<file path="src/rtl/ground_scroller_if.sv">
// Ground scroller signal bundle: frame strobe and game status in, scroll state out.
// Optional feature macro on the attached block: GROUND_SPEED_RAMP_EN.
interface ground_scroller_if #(
  parameter int POS_W  = 6,
  parameter int SPD_W  = 4,
  parameter int DIST_W = 16
);
  // Handshake: frame_tick is a one-cycle strobe with no ready/backpressure; the
  // scroller always accepts it. Outputs are registered and valid every cycle.
  logic              frame_tick;
  logic [1:0]        game_status;
  logic [POS_W-1:0]  ground_position;
  logic [SPD_W-1:0]  speed;
  logic [DIST_W-1:0] distance;
  logic              tile_wrap;
  logic [1:0]        state_dbg;

  modport master (
    output frame_tick, game_status,
    input  ground_position, speed, distance, tile_wrap, state_dbg
  );

  modport slave (
    input  frame_tick, game_status,
    output ground_position, speed, distance, tile_wrap, state_dbg
  );
endinterface

</file>
<file path="src/rtl/ground_scroller.sv">
// Endless-runner ground scroller: per-frame scroll offset, distance and wrap pulse.
// Define GROUND_SPEED_RAMP_EN to make speed step up every RAMP_PERIOD running frames.
module ground_scroller #(
  parameter int TILE_W      = 40,
  parameter int POS_W       = 6,
  parameter int SPD_W       = 4,
  parameter int SPEED_INIT  = 4,
  parameter int SPEED_MAX   = 12,
  parameter int RAMP_PERIOD = 600,
  parameter int DIST_W      = 16
) (
  input  logic              CLK,
  input  logic              RST,
  ground_scroller_if.slave  bus
);
  localparam int SUM_W     = POS_W + 1;
  localparam int DSUM_W    = DIST_W + 1;
  localparam int SPD_START = (SPEED_INIT > SPEED_MAX) ? SPEED_MAX : SPEED_INIT;

  typedef enum logic [1:0] {IDLE = 2'd0, RUN = 2'd1, HALT = 2'd2} state_t;

  state_t             state, state_nx;
  logic [POS_W-1:0]   pos_q, pos_nx;
  logic [DIST_W-1:0]  dist_q, dist_nx;
  logic               wrap_q, wrap_nx;
  logic [SPD_W-1:0]   speed_q;
  logic               start, advance;
  logic               go_idle, go_run, go_halt;
  logic [SUM_W-1:0]   pos_sum;
  logic [DSUM_W-1:0]  dist_sum;

  // Status 3 is folded into game over by testing only the top bit.
  assign go_idle = (bus.game_status == 2'd0);
  assign go_run  = (bus.game_status == 2'd1);
  assign go_halt = bus.game_status[1];

  always_comb begin
    state_nx = state;
    start    = 1'b0;
    case (state)
      IDLE: if (go_run) begin
        state_nx = RUN;
        start    = 1'b1;
      end
      RUN: begin
        if (go_idle)      state_nx = IDLE;
        else if (go_halt) state_nx = HALT;
      end
      HALT: begin
        if (go_idle) state_nx = IDLE;
        else if (go_run) begin
          state_nx = RUN;
          start    = 1'b1;
        end
      end
      default: state_nx = IDLE;
    endcase
  end

  // A tick only moves the ground when RUN is kept; any transition swallows it.
  assign advance  = (state == RUN) && (state_nx == RUN) && bus.frame_tick;
  assign pos_sum  = {1'b0, pos_q} + SUM_W'(speed_q);
  assign dist_sum = {1'b0, dist_q} + DSUM_W'(speed_q);

  always_comb begin
    pos_nx  = pos_q;
    dist_nx = dist_q;
    wrap_nx = 1'b0;
    if (start) begin
      pos_nx  = '0;
      dist_nx = '0;
    end else if (advance) begin
      if (pos_sum >= SUM_W'(TILE_W)) begin
        pos_nx  = POS_W'(pos_sum - SUM_W'(TILE_W));
        wrap_nx = 1'b1;
      end else begin
        pos_nx  = POS_W'(pos_sum);
      end
      dist_nx = dist_sum[DIST_W] ? '1 : dist_sum[DIST_W-1:0];
    end
  end

  always_ff @(posedge CLK or posedge RST) begin
    if (RST) begin
      state  <= IDLE;
      pos_q  <= '0;
      dist_q <= '0;
      wrap_q <= 1'b0;
    end else begin
      state  <= state_nx;
      pos_q  <= pos_nx;
      dist_q <= dist_nx;
      wrap_q <= wrap_nx;
    end
  end

`ifdef GROUND_SPEED_RAMP_EN
  localparam int RAMP_W = (RAMP_PERIOD > 1) ? $clog2(RAMP_PERIOD) : 1;

  logic [RAMP_W-1:0] ramp_q, ramp_nx;
  logic [SPD_W-1:0]  speed_nx;

  // The new speed lands in the register, so it is used from the next tick on.
  always_comb begin
    ramp_nx  = ramp_q;
    speed_nx = speed_q;
    if (start) begin
      ramp_nx  = '0;
      speed_nx = SPD_W'(SPD_START);
    end else if (advance) begin
      if (ramp_q == RAMP_W'(RAMP_PERIOD - 1)) begin
        ramp_nx = '0;
        if (speed_q < SPD_W'(SPEED_MAX)) speed_nx = speed_q + 1'b1;
      end else begin
        ramp_nx = ramp_q + 1'b1;
      end
    end
  end

  always_ff @(posedge CLK or posedge RST) begin
    if (RST) begin
      ramp_q  <= '0;
      speed_q <= SPD_W'(SPD_START);
    end else begin
      ramp_q  <= ramp_nx;
      speed_q <= speed_nx;
    end
  end
`else
  assign speed_q = SPD_W'(SPD_START);
`endif

  assign bus.ground_position = pos_q;
  assign bus.distance        = dist_q;
  assign bus.tile_wrap       = wrap_q;
  assign bus.speed           = speed_q;
  assign bus.state_dbg       = state;
endmodule
</file>
<file path="src/flat_wrapper.sv">
// flat-port wrapper written by rule: the top's interface ports become plain ports
module ground_scroller_flat 
#(
  parameter int TILE_W      = 40,
  parameter int POS_W       = 6,
  parameter int SPD_W       = 4,
  parameter int SPEED_INIT  = 4,
  parameter int SPEED_MAX   = 12,
  parameter int RAMP_PERIOD = 600,
  parameter int DIST_W      = 16
)
  (CLK, RST, bus_frame_tick, bus_game_status, bus_ground_position, bus_speed, bus_distance, bus_tile_wrap, bus_state_dbg);
  ground_scroller_if #(.POS_W(POS_W), .SPD_W(SPD_W), .DIST_W(DIST_W)) bus_i ();
  input  logic CLK;
  input  logic RST;
  input wire logic [$bits(bus_i.frame_tick)-1:0] bus_frame_tick;
  input wire logic [$bits(bus_i.game_status)-1:0] bus_game_status;
  output wire logic [$bits(bus_i.ground_position)-1:0] bus_ground_position;
  output wire logic [$bits(bus_i.speed)-1:0] bus_speed;
  output wire logic [$bits(bus_i.distance)-1:0] bus_distance;
  output wire logic [$bits(bus_i.tile_wrap)-1:0] bus_tile_wrap;
  output wire logic [$bits(bus_i.state_dbg)-1:0] bus_state_dbg;
  assign bus_i.frame_tick = bus_frame_tick;
  assign bus_i.game_status = bus_game_status;
  assign bus_ground_position = bus_i.ground_position;
  assign bus_speed = bus_i.speed;
  assign bus_distance = bus_i.distance;
  assign bus_tile_wrap = bus_i.tile_wrap;
  assign bus_state_dbg = bus_i.state_dbg;
  ground_scroller #(.TILE_W(TILE_W), .POS_W(POS_W), .SPD_W(SPD_W), .SPEED_INIT(SPEED_INIT), .SPEED_MAX(SPEED_MAX), .RAMP_PERIOD(RAMP_PERIOD), .DIST_W(DIST_W)) u_core (.CLK(CLK), .RST(RST), .bus(bus_i));
endmodule
</file>
<file path="config.mk">
export PLATFORM = sky130hd
export DESIGN_NAME = ground_scroller_flat
export DESIGN_NICKNAME = d
export VERILOG_FILES = /design/src/rtl/ground_scroller_if.sv /design/src/rtl/ground_scroller.sv /design/src/flat_wrapper.sv
export SDC_FILE = /design/constraint.sdc
export NUM_CORES = 1
export LEC_CHECK = 0
export ABC_AREA = 1
export CAP_MARGIN = 40
export CORE_UTILIZATION = 55
export CTS_CLUSTER_DIAMETER = 30
export CTS_CLUSTER_SIZE = 14
export DETAILED_ROUTE_END_ITERATION = 10
export DONT_BUFFER_PORTS = 1
export PLACE_DENSITY = 0.71
export SETUP_SLACK_MARGIN = 0.02
export SLEW_MARGIN = 5
export SYNTH_ARGS = -nofsm -noshare
export SYNTH_HDL_FRONTEND = slang
export SYNTH_SLANG_ARGS = --single-unit
</file>
<file path="constraint.sdc">
create_clock -name CLK -period 3.9 [get_ports CLK]
set_input_delay 0.39 -clock CLK [delete_from_list [all_inputs] [get_ports CLK]]
set_output_delay 0.39 -clock CLK [all_outputs]
set_load 0.005 [all_outputs]
</file>
# == Word-level counts from Yosys, hierarchy flattened ==
# Index checks and enable logic that the tools add are counted.
# word_totals
reg_bits,25
elab_cells,34
out_inout_bits,29
input_bits,5
# classes
n_addsub,3
n_eq_ne,4
reduce_logical,5
muxes,17
n_lt_le_gt_ge,1
# op_table
cell,n
16-bit 2-to-1 mux,3
6-bit 2-to-1 mux,3
16-bit by 3-bit adder with 17-bit output (second input constant),1
2-bit 2-to-1 mux,4
6-bit by 3-bit adder with 7-bit output (second input constant),1
7-bit by 6-bit >= comparator with 1-bit output (second input constant),1
2-bit by 1-bit == test with 1-bit output (second input constant),3
2-bit one-hot mux with 3 select lines,1
6-bit subtractor (second input constant),1
1-bit 2-to-1 mux,5
2-bit logical NOT,2
2-bit == test (second input constant),1
1-bit logical AND,2
1-bit one-hot mux with 2 select lines,1
2-bit nonzero test,1

# == Logic depth before layout (Yosys ltp) ==
# Gate-level depths: netlist of run 1.
# logic_depth
depth_word,9
depth_mapped,11
ltp_nobuf,11

# == Least setup slack after synthesis of run 1 ==
# Ideal clock, no wire load.
# synth_path
path_kind,register to register
start,"register u_core.pos_q[2], in the netlist u_core.bus.ground_position[2]"
end,"register u_core.pos_q[4], in the netlist u_core.bus.ground_position[4]"
required_time_ns,3.783
path_slack_ns,2.404
period_less_slack_ns,1.496
setup_time_ns,0.117
path_stages_with_launch,11
arrival_ns,1.378
path_buffers,0
path_cell_list,dfrtp_1 ha_1 nand2_1 nand2_1 ha_1 nand2_1 nand2_1 nand2_1 nand2_1 nand3_1 nand2_1
# synth_via
elab_chain_len,5
word_cells_on_any_way,6
cone_classes,add/sub: 2; order compare: 1; mux: 3
# synth_rtl
element,line,source
from (decl),ground_scroller.sv:23,"logic [POS_W-1:0] pos_q, pos_nx;"
from (signal assigned),ground_scroller.sv:91,pos_q <= pos_nx;
6-bit by 3-bit adder with 7-bit output (*),ground_scroller.sv:62,"assign pos_sum = {1'b0, pos_q} + SUM_W'(speed_q);"
6-bit subtractor / 7-bit by 6-bit >= comparator with 1-bit output (equally long branches),"ground_scroller.sv:74, ground_scroller.sv:73",
6-bit 2-to-1 mux (*),ground_scroller.sv:73,if (pos_sum >= SUM_W'(TILE_W)) begin
6-bit 2-to-1 mux (*),ground_scroller.sv:72,end else if (advance) begin
6-bit 2-to-1 mux (*),ground_scroller.sv:69,if (start) begin
# Mark *: on every way between the ends. The rest lies on a longest branch, timed or not. The select of a mux whose other input is x is not followed.
# A chain may end at the register's enable or synchronous reset.

# == Worst setup path in the final report of run 1 ==
# layout_path
start,"register u_core.pos_q[2], in the netlist u_core.bus.ground_position[2]"
end,"register u_core.pos_q[3], in the netlist u_core.bus.ground_position[3]"
# Same word-level chain as after synthesis.

==> out/results.ini, run 1 <==
[status]
status = finished, final reports clean

[finish]
antenna_cells = 0
area_growth_pct = 3.14
final_area_mm2 = 0.00148
instances_no_fill = 232
layout_commonest_cell = nand2_1
drive_gt1_frac = 0.0693
n_fill_cell = 231
final_cell_mix = nand2_1 (58), nand3_1 (25), inv_1 (23), nor2_1 (23), dfrtp_1 (22)
nNetsFinal = 212

[place]
gp_congestion = 0.860
hpwlAfterDp_um = 2350
placed_cell_area_mm2 = 0.00143
dp_cells = 227
io_buffers = 0

[global_routing]
antenna_found_initial = 0
track_usage = 0.255
grt_pass1_vias = 1171
grt_overflow = 0
grt_max_degree = 17
grt_pass1_wl_um = 5280

[floorplanning]
dieArea_mm2 = 0.00282
start_util = 0.579
core_area_mm2 = 0.00248
die_w_um = 53.1
io_pins = 34
die_h_um = 53.1
rows = 18

[worst_setup_path]
crit_path_max_fanout = 7
worstPathArrival_ns = 1.98
critPathLaunchType = flip-flop
worstSetupPathType = flip-flop to flip-flop
cp-end-kind = flip-flop
cp_data_required_time_ns = 4.11

[timing]
worstMarginPinSlew_ns = 0.630
setup_viol = 0
fmax_mhz = 567
fin_crit_sh = 0.452
drv_slew = 0
finalHoldViolations = 0
fin_crit_ns = 1.76
finalSetupTns_ns = 0
max_slew_margin = 0.578
rsz0062_at_grt = false
fin_skew_ns = 0.00234

[drt]
vias = 1265
drc = 0
drt_wl_total_um = 3100
drt_iter0_markers = 36
postRouteAntennaNets = 0
routedWlPerCell_um = 13.4
viasPerCell = 5.45
firstDrtPassIters = 4

[pwr]
p_leak_uw = 0.000737
p_per_area_mw_per_mm2 = 314
irDropWorstVdd_v = 0.000280

[hold_path]
hp-class = input pin to flip-flop

[logic_synthesis]
muxShareOfSynthArea = 0
synth-compound-area-share = 0.0689
syn-cell-area_mm2 = 0.00143
ys_seq_area_frac = 0.384
synth_simple_gate_area_frac = 0.390
synth_seq_cells = 22
synth-xor-area-share = 0.00611
ys_types = 25
synthAdderAreaFrac = 0.0349
yosys_warnings = 0
avgSynthCellArea_um2 = 7.13
netlist_instances = 201
synth_top_family_by_area = simple AND/OR/NAND/NOR gates

[clock_network]
root_buffer = clkbuf_4
cts_tree = done
h-tree-depth = 1
path_clk_slew_ns = 0.13
clock_path_buffers = 2
clk_latency_ns = 0.30
cts_resized = 0
cts_made_buffers = 3
cts.sinks = 22

[flow_run]
max_cap_violations = 0

==> sequential cells by signal, indices dropped and copies added, names as in the netlist <==
name                        flops
u_core.bus.tile_wrap            1
u_core.bus.ground_position      4
u_core.bus.distance            15
u_core.bus.state_dbg            2
==> cells in the mapped netlist (all sizes together) <==
library cell,number,area share
inv,24,0.063
o211ai,5,0.026
nor3,5,0.029
buf,9,0.048
conb,2,0.0052
ha,4,0.035
nand2,60,0.16
nand3,25,0.087
xnor2,1,0.0061
dfrtp,22,0.38
a21oi,3,0.010
nor2,26,0.077
o21ai,8,0.028
nand4,6,0.037
o22ai,1,0.0044
==> routing by layer <==
| metal | vias up | GRT usage | routed length [um] |
|---|---|---|---|
| met4 | 0 | 0.0395 | 8 |
| met2 | 34 | 0.443 | 1560 |
| li1 | 638 | - | - |
| met1 | 591 | 0.332 | 1370 |
| met5 | - | 0 | 0 |
| met3 | 2 | 0.0460 | 158 |
==> cell type report <==
cell class | count | area (um2) | share of cell area
Multi-Input combinational cell | 150 | 739 | 0.500
Sequential cell | 22 | 551 | 0.372
Inverter | 24 | 90.1 | 0.0609
Tap cell | 30 | 37.5 | 0.0254
Clock buffer | 4 | 36.3 | 0.0245
Timing Repair Buffer | 2 | 25.0 | 0.0169
==> worst paths after layout <==
path                                          startpoint                            end  slack (ns)  cells after the start
min in group asynchronous                            RST        u_core.bus.state_dbg[0]        0.50                      2
min                                   bus_game_status[1]        u_core.bus.state_dbg[1]        0.20                      2
min reg2reg                       u_core.bus.distance[0]         u_core.bus.distance[0]        0.57                      2
max in group asynchronous                            RST         u_core.bus.distance[5]        2.97                      3
max                        u_core.bus.ground_position[2]  u_core.bus.ground_position[3]        2.14                     11
max reg2reg                u_core.bus.ground_position[2]  u_core.bus.ground_position[3]        2.14                     11
==> worst max-delay path, stage by stage (launching register included) <==
cell and delay [ns]:
dfrtp_1 0.50, ha_1 0.26, inv_1 0.06, nand2_1 0.07, nand2_1 0.09, ha_1 0.24, nand2_1 0.07, nand2_1 0.09
nand2_1 0.10, nand2_1 0.06, nand3_1 0.08, nand2_1 0.05
==> logic make-up after synthesis <==
family | after synthesis
DFF | 22
buffers and inverters | 33
and+or+nand+nor | 122
other | 2
adders and majority gates | 4
AOI/OAI and AO/OA | 17
xor gates and xnor gates | 1
==> power breakdown <==
part	switching, uW	total (uW)	leakage (uW)	internal (uW)
logic	42.8	70.8	0.000413	28.1
registers	23.3	265	0.000303	241
clock network	71.4	128	0.0000210	56.9
==> what timing repair did <==
action | in CTS | in global routing
endpoints found under the hold margin | 9 | 0
buffers inserted | 0 | 0
hold buffers | 1 | 0
==> metrics by stage <==
step	power [uW]	worst slack (ns)	util	hold slack, ns
global route	494	1.98	0.597	0.226
finish	464	2.14	0.597	0.196
detailed placement	339	2.18	0.578	0.298
CTS	468	2.15	0.597	0.195
floorplan	324	2.40	-	0.379
global placement	333	2.25	0.572	0.485
(Power assumes the default switching activity.)
==> run 2, diff against run 1 <==
clock period = 1.76 ns   (was 3.9 ns; I/O delays follow)
==> run 2 against run 1 <==
  * Critical endpoint is now u_core.bus.distance[4]
  * Sequential power increased by 120%
  * Die area unchanged
  * Clock skew increased by 0.0017 ns
  * Register-to-register slack lost 2.0 ns
  * Clock power rose by 130%
  * Sequential share of layout area down 1.4 points
  * Worst setup slack got worse by 2.0 ns
  * First-iteration DRC count shrank 33%
  * Power increased by 130%
  * Design area grew 4.5%
  * Clock-buffer cell count did not move
==> out/results.ini, run 2 (synthesized netlist as in run 1, its figures left out) <==
[worst_setup_path]
worstPathArrival_ns = 1.88
rr_worst_depth = 7
crit_path_max_fanout = 5
worstSetupPathType = flip-flop to flip-flop
worstReg2RegStart = u_core.bus.distance[3]
cp_data_required_time_ns = 2.01
cp-end-kind = flip-flop
ff2ff_setup_slack_ns = 0.13
timing.rr.end = u_core.bus.distance[4]
setup.worst_path.end = u_core.bus.distance[4]
crit_start = u_core.bus.distance[3]
critPathLaunchType = flip-flop

[finish]
antenna_cells = 0
layout_commonest_cell = nand2_1
n_fill_cell = 237
final_cell_mix = nand2_1 (57), nand3_1 (25), inv_1 (23), nor2_1 (23), dfrtp_1 (19)
area_growth_pct = 7.77
largest_register_ffs = 15
drive_gt1_frac = 0.129
nNetsFinal = 219

[global_routing]
grt_overflow = 0
grt_max_degree = 23
antenna_found_initial = 0
grt_pass1_wl_um = 5350
grt_pass1_vias = 1246
track_usage = 0.263

[pwr]
p_sw_frac = 0.298
p_leak_uw = 0.000765
p_int_uw = 735
combPwrFrac = 0.159
irDropWorstVdd_v = 0.000571
seq_power_share = 0.565
pwr-share-clk = 0.276
p_per_area_mw_per_mm2 = 677
p_sw_uw = 311

[clock_network]
clock_path_buffers = 2
cts_made_buffers = 3
clk_latency_ns = 0.32
h-tree-depth = 1
cts.sinks = 22
root_buffer = clkbuf_4
cts_tree = done
post_cts_buffers = 0
path_clk_slew_ns = 0.13

[timing]
rsz0062_at_grt = true
fin_skew_ns = 0.00400
worstMarginPinSlew_ns = 0.496
fin_crit_ns = 1.63
setup_viol = 0
finalHoldViolations = 0
finalSetupTns_ns = 0
fin_crit_sh = 0.925
max_slew_margin = 0.669
fmax_mhz = 614
drv_slew = 0
hold_ws_ns = 0.0839

[floorplanning]
core_area_mm2 = 0.00248
dieArea_mm2 = 0.00282
die_w_um = 53.1
die_h_um = 53.1
io_pins = 34
rows = 18
start_util = 0.579

[drt]
vias = 1320
postRouteAntennaNets = 0
viasPerCell = 5.52
drt_wl_total_um = 3330
drc = 0
drt_iter0_markers = 24
firstDrtPassIters = 4
routedWlPerCell_um = 13.9

[place]
gp_congestion = 0.926
io_buffers = 0
hpwlAfterDp_um = 2440

[hold_path]
holdPathStages = 2
hp-class = input pin to flip-flop

[flow_run]
max_cap_violations = 0

[status]
status = finished, final reports clean

[run 2: changes by cell type in the layout (fill, tap and decap cells not counted), sizes merged]
cell / change
buf: +5
nand4: +1
dlygate4sd3: +1
[run 2: cell type report]
class | count | area (um2) | share of cell area
repair buffers | 8 | 65.1 | 0.0421
flip-flops and latches | 22 | 554 | 0.359
multi-input cells | 151 | 762 | 0.493
clock buffers | 4 | 36.3 | 0.0235
inverters | 24 | 90.1 | 0.0583
well taps | 30 | 37.5 | 0.0243
[run 2: through the flow]
step                      area [um2]   util  power (uW)  instances  worst slack [ns]
after floorplan                 1450      -         718        205             0.264
after global placement          1460  0.590         742        232             0.131
after detailed placement        1460  0.590         751        232            0.0635
after CTS                       1520  0.613        1040        238            0.0292
after global routing            1550  0.624        1120        239            0.0173
final                           1550  0.624        1050        239             0.131
[run 2: worst min-delay path by stage]
stage / startpoint / end / slack [ns]
floorplan: RST / u_core.bus.distance[0] / 0.17
global placement: RST / u_core.bus.distance[2] / 0.12
detailed placement: RST / u_core.bus.distance[3] / 0.13
CTS: bus_game_status[0] / u_core.bus.state_dbg[0] / 0.08
global route: bus_game_status[0] / u_core.bus.state_dbg[0] / 0.08
finish: bus_game_status[0] / u_core.bus.state_dbg[0] / 0.08
[run 2: timing repair]
action,CTS,global route
endpoints found under the setup margin,0,9
resized for setup,0,7
hold buffers,2,0
hold endpoints to repair,23,0
[run 2: worst max-delay path, cell delays in order (launching register included)]
cell and delay [ns]:
dfrtp_1 0.43, ha_2 0.23, nand2_1 0.07, nor2_2 0.17
nand2_2 0.12, nor2_4 0.19, nand4_2 0.19, o211ai_1 0.15
[run 2: per-layer routing]
metal  track usage  vias to the layer above  share of wire
met3        0.0431                        5          0.048
met2         0.445                       46           0.50
li1              -                      659              -
met4        0.0877                        0          0.011
met5             0                        -              0
met1         0.335                      610           0.44
[run 2: power by group through the flow]
stage	clock network (uW)	logic [uW]	registers [uW]
2_1_floorplan	0	133	584
3_3_place_gp	0	148	594
3_5_place_dp	0	154	597
4_1_cts	296	158	588
5_1_grt	315	201	602
6_report	289	166	591
